===== src/rtl/div_pkg.sv =====
// Shared divider definitions: op-select bit indices, datapath widths and the
// divider FSM state encoding. Imported by decode/execute/memory and the divider.
package div_pkg;

   localparam int unsigned XLEN  = 32;
   localparam int unsigned CNT_W = 6;
   localparam int unsigned OP_W  = 4;

   // Bit positions inside the one-hot div_op field
   localparam int unsigned DIV_W  = 0;
   localparam int unsigned DIV_WU = 1;
   localparam int unsigned MOD_W  = 2;
   localparam int unsigned MOD_WU = 3;

   typedef enum logic [1:0] {
      ST_IDLE = 2'd0,
      ST_CALC = 2'd1,
      ST_FIX  = 2'd2,
      ST_DONE = 2'd3
   } div_state_e;

endpackage


===== src/rtl/div_iter_unit_if.sv =====
// Divider request/response channel between the pipeline and div_iter_unit.
//   req:  div_req_valid/div_req_ready, div_op, div_src1, div_src2, div_cancel
//   resp: div_resp_valid/div_resp_ready, div_quotient, div_remainder, div_busy
// master = pipeline side (execute/memory stages), slave = divider.
interface div_iter_unit_if;
   import div_pkg::*;

   logic               div_req_valid;
   logic               div_req_ready;
   logic [OP_W-1:0]    div_op;
   logic [XLEN-1:0]    div_src1;
   logic [XLEN-1:0]    div_src2;
   logic               div_cancel;
   logic               div_resp_valid;
   logic               div_resp_ready;
   logic [XLEN-1:0]    div_quotient;
   logic [XLEN-1:0]    div_remainder;
   logic               div_busy;

   modport master (
      output div_req_valid, div_op, div_src1, div_src2, div_cancel, div_resp_ready,
      input  div_req_ready, div_resp_valid, div_quotient, div_remainder, div_busy
   );

   modport slave (
      input  div_req_valid, div_op, div_src1, div_src2, div_cancel, div_resp_ready,
      output div_req_ready, div_resp_valid, div_quotient, div_remainder, div_busy
   );

endinterface


===== src/rtl/div_sign_fix.sv =====
// Conditional two's-complement negate. Used for operand magnitude at accept
// and for quotient/remainder sign restoration at fixup.
//   value  : input word
//   negate : when high, result = -value, otherwise result = value
//   result : output word
module div_sign_fix
   import div_pkg::*;
(
   input  logic [XLEN-1:0] value,
   input  logic            negate,
   output logic [XLEN-1:0] result
);

   assign result = negate ? XLEN'(-value) : value;

endmodule


===== src/rtl/div_iter_unit.sv =====
// Iterative radix-2 restoring 32-bit divider for DIV.W/DIV.WU/MOD.W/MOD.WU.
// Always returns both quotient and remainder, 33 edges after accept.
//   clk    : clock, rising edge
//   resetn : synchronous active-low reset
//   bus    : slave side of div_iter_unit_if (request, response, cancel, busy)
module div_iter_unit
   import div_pkg::*;
(
   input  logic      clk,
   input  logic      resetn,
   div_iter_unit_if.slave bus
);

   div_state_e       state_q, state_d;
   logic [CNT_W-1:0] cnt_q;
   logic [XLEN:0]    rem_q;
   logic [XLEN-1:0]  quo_q;
   logic [XLEN-1:0]  divisor_q;
   logic [XLEN-1:0]  src1_q;
   logic             q_neg_q, r_neg_q, div_zero_q;
   logic [XLEN-1:0]  quotient_q, remainder_q;

   logic             accept_c, is_signed_c, calc_last_c;
   logic [XLEN-1:0]  abs1_c, abs2_c, qfix_c, rfix_c;
   logic [XLEN:0]    rem_shift_c, diff_c;
   logic             unused_c;

   assign is_signed_c = bus.div_op[DIV_W] | bus.div_op[MOD_W];
   assign unused_c    = ^{rem_q[XLEN], bus.div_op[DIV_WU], bus.div_op[MOD_WU]};

   // Handshake: a new op may enter when idle, or when the current result leaves
   assign bus.div_req_ready = resetn & ~bus.div_cancel &
                              ((state_q == ST_IDLE) |
                               ((state_q == ST_DONE) & bus.div_resp_ready));
   assign accept_c          = bus.div_req_valid & bus.div_req_ready;
   assign calc_last_c       = (cnt_q == CNT_W'(XLEN - 1));

   assign bus.div_resp_valid = (state_q == ST_DONE);
   assign bus.div_busy       = (state_q != ST_IDLE);
   assign bus.div_quotient   = quotient_q;
   assign bus.div_remainder  = remainder_q;

   div_sign_fix u_abs1 (.value(bus.div_src1), .negate(is_signed_c & bus.div_src1[XLEN-1]), .result(abs1_c));
   div_sign_fix u_abs2 (.value(bus.div_src2), .negate(is_signed_c & bus.div_src2[XLEN-1]), .result(abs2_c));
   div_sign_fix u_qfix (.value(quo_q),            .negate(q_neg_q), .result(qfix_c));
   div_sign_fix u_rfix (.value(rem_q[XLEN-1:0]),  .negate(r_neg_q), .result(rfix_c));

   // One restoring step: shift in next dividend bit, trial-subtract divisor
   always_comb begin
      rem_shift_c = {rem_q[XLEN-1:0], quo_q[XLEN-1]};
      diff_c      = rem_shift_c - {1'b0, divisor_q};
   end

   // State register
   always_ff @(posedge clk) begin
      if (!resetn) state_q <= ST_IDLE;
      else         state_q <= state_d;
   end

   // Next-state logic; cancel overrides everything
   always_comb begin
      state_d = state_q;
      case (state_q)
         ST_IDLE: if (accept_c)    state_d = ST_CALC;
         ST_CALC: if (calc_last_c) state_d = ST_FIX;
         ST_FIX:                   state_d = ST_DONE;
         ST_DONE: if (bus.div_resp_ready) state_d = accept_c ? ST_CALC : ST_IDLE;
         default:                  state_d = ST_IDLE;
      endcase
      if (bus.div_cancel) state_d = ST_IDLE;
   end

   // Datapath: operand capture, iteration, result fixup
   always_ff @(posedge clk) begin
      if (!resetn) begin
         cnt_q       <= '0;
         rem_q       <= '0;
         quo_q       <= '0;
         divisor_q   <= '0;
         src1_q      <= '0;
         q_neg_q     <= 1'b0;
         r_neg_q     <= 1'b0;
         div_zero_q  <= 1'b0;
         quotient_q  <= '0;
         remainder_q <= '0;
      end else if (accept_c) begin
         cnt_q      <= '0;
         rem_q      <= '0;
         quo_q      <= abs1_c;
         divisor_q  <= abs2_c;
         src1_q     <= bus.div_src1;
         q_neg_q    <= is_signed_c & (bus.div_src1[XLEN-1] ^ bus.div_src2[XLEN-1]);
         r_neg_q    <= is_signed_c & bus.div_src1[XLEN-1];
         div_zero_q <= (bus.div_src2 == '0);
      end else if (!bus.div_cancel) begin
         if (state_q == ST_CALC) begin
            cnt_q <= cnt_q + CNT_W'(1);
            if (!diff_c[XLEN]) begin
               rem_q <= diff_c;
               quo_q <= {quo_q[XLEN-2:0], 1'b1};
            end else begin
               rem_q <= rem_shift_c;
               quo_q <= {quo_q[XLEN-2:0], 1'b0};
            end
         end else if (state_q == ST_FIX) begin
            // Divide-by-zero returns all-ones quotient and the untouched dividend
            quotient_q  <= div_zero_q ? '1 : qfix_c;
            remainder_q <= div_zero_q ? src1_q : rfix_c;
         end
      end
   end

endmodule


===== src/flat_wrapper.sv =====
// flat-port wrapper written by rule: the top's interface ports become plain ports
module div_iter_unit_flat import div_pkg::*;
  (clk, resetn, bus_div_req_valid, bus_div_op, bus_div_src1, bus_div_src2, bus_div_cancel, bus_div_resp_ready, bus_div_req_ready, bus_div_resp_valid, bus_div_quotient, bus_div_remainder, bus_div_busy);
  div_iter_unit_if bus_i ();
  input  logic clk;
  input  logic resetn;
  input wire logic [$bits(bus_i.div_req_valid)-1:0] bus_div_req_valid;
  input wire logic [$bits(bus_i.div_op)-1:0] bus_div_op;
  input wire logic [$bits(bus_i.div_src1)-1:0] bus_div_src1;
  input wire logic [$bits(bus_i.div_src2)-1:0] bus_div_src2;
  input wire logic [$bits(bus_i.div_cancel)-1:0] bus_div_cancel;
  input wire logic [$bits(bus_i.div_resp_ready)-1:0] bus_div_resp_ready;
  output wire logic [$bits(bus_i.div_req_ready)-1:0] bus_div_req_ready;
  output wire logic [$bits(bus_i.div_resp_valid)-1:0] bus_div_resp_valid;
  output wire logic [$bits(bus_i.div_quotient)-1:0] bus_div_quotient;
  output wire logic [$bits(bus_i.div_remainder)-1:0] bus_div_remainder;
  output wire logic [$bits(bus_i.div_busy)-1:0] bus_div_busy;
  assign bus_i.div_req_valid = bus_div_req_valid;
  assign bus_i.div_op = bus_div_op;
  assign bus_i.div_src1 = bus_div_src1;
  assign bus_i.div_src2 = bus_div_src2;
  assign bus_i.div_cancel = bus_div_cancel;
  assign bus_i.div_resp_ready = bus_div_resp_ready;
  assign bus_div_req_ready = bus_i.div_req_ready;
  assign bus_div_resp_valid = bus_i.div_resp_valid;
  assign bus_div_quotient = bus_i.div_quotient;
  assign bus_div_remainder = bus_i.div_remainder;
  assign bus_div_busy = bus_i.div_busy;
  div_iter_unit u_core (.clk(clk), .resetn(resetn), .bus(bus_i));
endmodule

===== config.mk =====
export PLATFORM = sky130hd
export DESIGN_NAME = div_iter_unit_flat
export DESIGN_NICKNAME = d
export VERILOG_FILES = /design/src/rtl/div_pkg.sv /design/src/rtl/div_iter_unit_if.sv /design/src/rtl/div_sign_fix.sv /design/src/rtl/div_iter_unit.sv /design/src/flat_wrapper.sv
export SDC_FILE = /design/constraint.sdc
export NUM_CORES = 1
export LEC_CHECK = 0
export CAP_MARGIN = 20
export CORE_MARGIN = 3
export CORE_UTILIZATION = 40
export DETAILED_ROUTE_END_ITERATION = 10
export PLACE_DENSITY = 0.61
export SLEW_MARGIN = 20
export SYNTH_ARGS = -nofsm -noshare
export SYNTH_HDL_FRONTEND = slang
export SYNTH_SLANG_ARGS = --single-unit

===== constraint.sdc =====
create_clock -name clk -period 8.7 [get_ports clk]
set_clock_uncertainty 0.1 [all_clocks]
set_input_delay 2.175 -clock clk [delete_from_list [all_inputs] [get_ports clk]]
set_output_delay 2.175 -clock clk [all_outputs]
set_load 0.01 [all_outputs]

==> impl_table.tex <==
\begin{tabular}{lr}
\hline
Metric & Value \\
\hline
\multicolumn{2}{l}{\textbf{Final layout}} \\
\quad Fillcell total & 3091 \\
\quad Post-Route Utilization & 49.0\% \\
\quad Number of antenna cells inserted & 0 \\
\quad Commonest non-fill, non-tap cell in the layout & nand2\_1 \\
\quad Fraction of final layout cells with drive strength greater than 1 & 5.26\% \\
\quad Final Non-Filler Cells & approximately 2100 \\
\quad Final net count & between 1500 and 2000 \\
\quad Commonest cells after routing, fill and taps aside & nand2\_1 (225), dfxtp\_1 (202), o21ai\_0 (147) \\
\quad Growth of design area from synthesis to finish & 20.1\% \\
\multicolumn{2}{l}{\textbf{Synth}} \\
\quad Complex-gate fraction of the synthesized area & between 20\% and 30\% \\
\quad Net count of the mapped netlist & 1758 \\
\quad Post-synthesis adder-cell area fraction & under 10\% \\
\quad Average instance area after synthesis & 7.64 um\^{}2 \\
\quad Dominant combinational cell family by area after synthesis & compound AO/OA/AOI/OAI gates \\
\quad Cell area after synthesis & 0.0125 mm\^{}2 \\
\quad Area share of and/or/nand/nor cells after synthesis & $\sim$20\% \\
\quad Distinct cells, synth & 70 \\
\quad Number of synthesized register bits & between 200 and 250 \\
\quad Primary FF master, synth & dfxtp\_1 \\
\quad Proportion of synthesized flip-flops having asynchronous set or reset & 0\% \\
\quad Sequential element share of the synthesized area & 32.4\% \\
\quad Xor/xnor cell area share of the yosys netlist & 10.1\% \\
\quad Post-synthesis cell count & about 1600 \\
\quad Yosys warning total & 0 \\
\quad Proportion of synthesized area in mux cells & 2.01\% \\
\quad Number of enable-type register cells in the synthesized netlist & 0 \\
\multicolumn{2}{l}{\textbf{Detailed routing}} \\
\quad Routed wire length per instance & roughly 18 um \\
\quad First-pass DRT Iterations & 5 \\
\quad DRC violations left & 0 \\
\quad Final antenna-violating net count & 0 \\
\quad Total wire length & approximately 37000 um \\
\quad Routed vias & about 12000 \\
\quad Initial DRC Count & roughly 840 \\
\quad DR vias/cell & 5.56 \\
\multicolumn{2}{l}{\textbf{STA}} \\
\quad Final worst-path cycle share & 70.2\% \\
\quad Final setup viols & 0 \\
\quad Max Slew Vio Count & 0 \\
\quad Worst relative slew slack & 26.3\% \\
\quad Final hold violation count & 0 \\
\quad Minimum clock period after layout & between 6 and 7 ns \\
\quad Worst-Margin Slew & 1.09 ns \\
\quad RSZ-0062 raised after global routing & false \\
\quad Achievable Freq & $\sim$160 MHz \\
\quad Sum Neg Setup Slack & 0 ns \\
\multicolumn{2}{l}{\textbf{Place}} \\
\quad Post-detailed-placement half-perimeter wirelength & roughly 28000 um \\
\quad Final RePlAce weighted congestion & 0.898 \\
\quad Number of buffers added on ports & around 140 \\
\quad Post-Place Cells & 2082 \\
\multicolumn{2}{l}{\textbf{Clock tree}} \\
\quad CTS clock-pin slew for the worst setup and hold paths & 0.06 ns \\
\quad Total clock sinks & around 200 \\
\quad Total of cells resized after clock tree synthesis & 0 \\
\quad Hold buffer count at CTS & 0 \\
\quad CTS tree & built \\
\quad Maximum clock insertion buffer count & 3 \\
\quad Clk root buf & clkbuf\_16 \\
\quad Clock latency reported for the late side of the worst-skew pair & about 0.53 ns \\
\quad Number of clock buffers inserted by TritonCTS & 24 \\
\quad Count of buffers added by post-CTS timing repair for setup & 0 \\
\quad CTS H-tree depth & 1 \\
\multicolumn{2}{l}{\textbf{Worst setup path}} \\
\quad CP Capture Type & primary output \\
\quad R2R Path End & u\_core.rem\_q[11] \\
\quad Most common cell type on the critical path & clkdlybuf4s50\_1 \\
\quad Crit path capture & bus\_div\_req\_ready \\
\quad Register-to-Register Path Depth & 12 \\
\quad Minimum setup slack among reg-to-reg paths & around 4.5 ns \\
\quad Highest-delay cell along the critical path & clkdlybuf4s50\_1 \\
\quad CP Max Fanout & 7 \\
\quad Highest cell delay on the worst timing path & about 0.59 ns \\
\quad Arrival @ worst endpoint & 3.83 ns \\
\quad Launch point of the critical path & bus\_div\_cancel \\
\quad Critical R2R Launch & u\_core.quo\_q[31] \\
\quad Cell breakdown of the critical path & clkdlybuf4s50\_1 > nand2b\_1 > nor2\_1 > clkdlybuf4s50\_1 \\
\quad Worst setup SP type & input pin \\
\quad Category of the most critical setup path & input pin to primary output \\
\quad Critical path required time & 6.43 ns \\
\multicolumn{2}{l}{\textbf{Power}} \\
\quad Part of the power in the clock network & 43.9\% \\
\quad Pleak & roughly 5.6 nW \\
\quad Power per cell area & approximately 170 mW/mm\^{}2 \\
\quad Sequential power share & a little under two fifths \\
\quad Largest voltage drop on the vdd net & around 0.12 mV \\
\quad Net switching fraction of the power & 27.3\% \\
\quad Power after layout & 2.59 mW \\
\quad Internal power component & about 1.9 mW \\
\quad Gate power share & 18.4\% \\
\quad P\_sw & 0.707 mW \\
\multicolumn{2}{l}{\textbf{Floorplanning}} \\
\quad Die outline height & 183 um \\
\quad Rows & 64 \\
\quad Die outline area & $\sim$0.034 mm\^{}2 \\
\quad Io pins & 140 \\
\quad Initial standard-cell utilization of the core & around two fifths \\
\quad Width of the die & between 150 and 200 um \\
\quad Placeable core region & 0.0307 mm\^{}2 \\
\multicolumn{2}{l}{\textbf{Global route}} \\
\quad Pin count of the biggest net entering global routing & 106 \\
\quad Antenna violations before repair & 0 \\
\quad Aggregate global-route resource usage & 21.4\% \\
\quad Number of global-route vias before repair & around 11000 \\
\quad Remaining global-route overflow & 0 \\
\quad First-pass GRT wire length & 59200 um \\
\multicolumn{2}{l}{\textbf{Job}} \\
\quad Number of violations of the max-capacitance limit & 0 \\
\multicolumn{2}{l}{\textbf{Status}} \\
\quad Status & complete, no violations \\
\multicolumn{2}{l}{\textbf{Worst hold path}} \\
\quad Class of the tightest hold or removal check & flop to flop \\
\hline
\end{tabular}
[power groups by stage]
stage	clock, mW	sequential [mW]	combinational, mW
2_1_floorplan	0	0.986	0.340
3_3_place_gp	0	0.994	0.469
3_5_place_dp	0	0.995	0.473
4_1_cts	1.16	0.974	0.475
5_1_grt	1.20	0.977	0.527
6_report	1.14	0.975	0.477
[per-stage QoR]
stage,hold WS (ns),setup slack [ns],instance area (um^2)
2_1_floorplan,0.323,3.87,12500
3_3_place_gp,0.335,2.55,14100
3_5_place_dp,0.341,2.58,14100
4_1_cts,0.351,2.58,15000
5_1_grt,0.371,2.48,15100
6_report,0.353,2.60,15100
[routing by layer]
metal / track usage (%) / up-vias / wire length, um
met4: 4.88 / 0 / 788
met1: 28.0 / 5565 / 16900
li1: - / 5962 / -
met3: 2.50 / 44 / 1400
met5: 0 / - / 0
met2: 38.1 / 241 / 18200
[logic make-up (layout without fill, tap and decap cells)]
kind of cell	Yosys count	after routing
and+or+nand+nor	551	551
buffers and inverters	171	259
adders and majority gates	43	43
xor gates and xnor gates	144	144
DFF	203	203
muxes	25	25
AOI/OAI and AO/OA	505	505
[cell usage after synthesis (17+ instances only)]
cell / count / share of area [%]
inv_1: 63 / 1.9
xnor2_1: 68 / 4.8
nand3_1: 50 / 2.0
a21oi_1: 130 / 5.2
mux2i_1: 24 / 1.9
nor2_1: 121 / 3.6
xor2_1: 76 / 5.3
o211ai_1: 20 / 1.2
ha_1: 42 / 4.2
dfxtp_1: 203 / 32
clkbuf_1: 87 / 2.6
a21boi_0: 50 / 3.0
a211oi_1: 25 / 1.5
a31oi_1: 17 / 0.85
nor3_1: 31 / 1.2
o21ai_0: 148 / 5.9
nand2_1: 226 / 6.8
or3_1: 20 / 1.0
o31ai_1: 26 / 1.6
[critical path: cells and delay by family]
family                 cells  cell delay [ns]
buffers and inverters      2             1.16
AND/OR/NAND/NOR            2             0.50
[worst min-delay path by stage]
stage,slack (ns),start,cells past startpoint,endpoint
floorplan,0.32,u_core.src1_q[0],2,u_core.src1_q[0]
global placement,0.33,u_core.src1_q[0],2,u_core.src1_q[0]
detailed placement,0.34,u_core.src1_q[0],2,u_core.src1_q[0]
CTS,0.35,u_core.src1_q[0],2,u_core.src1_q[0]
global route,0.37,u_core.src1_q[0],2,u_core.src1_q[0]
finish,0.35,u_core.src1_q[15],2,u_core.src1_q[15]
[flip-flops by register name, summed over array words and instances (netlist names)]
name,flops
u_core.bus.div_remainder,32
u_core.quo_q,32
u_core.divisor_q,32
u_core.r_neg_q,1
u_core.q_neg_q,1
u_core.cnt_q,6
u_core.rem_q,32
u_core.bus.div_quotient,32
u_core.state_q,2
u_core.div_zero_q,1
u_core.src1_q,32
[area by class of cell]
| class | count | area, um^2 | share of cell area (%) |
|---|---|---|---|
| Clock buffer | 30 | 673 | 4.47 |
| Clock inverter | 13 | 236 | 1.57 |
| Inverter | 64 | 240 | 1.60 |
| Multi-Input combinational cell | 1268 | 7850 | 52.1 |
| Sequential cell | 203 | 4070 | 27.0 |
| Tap cell | 396 | 495 | 3.29 |
| Timing Repair Buffer | 152 | 1500 | 9.97 |
Note: power is estimated with default switching activity, not from simulation.
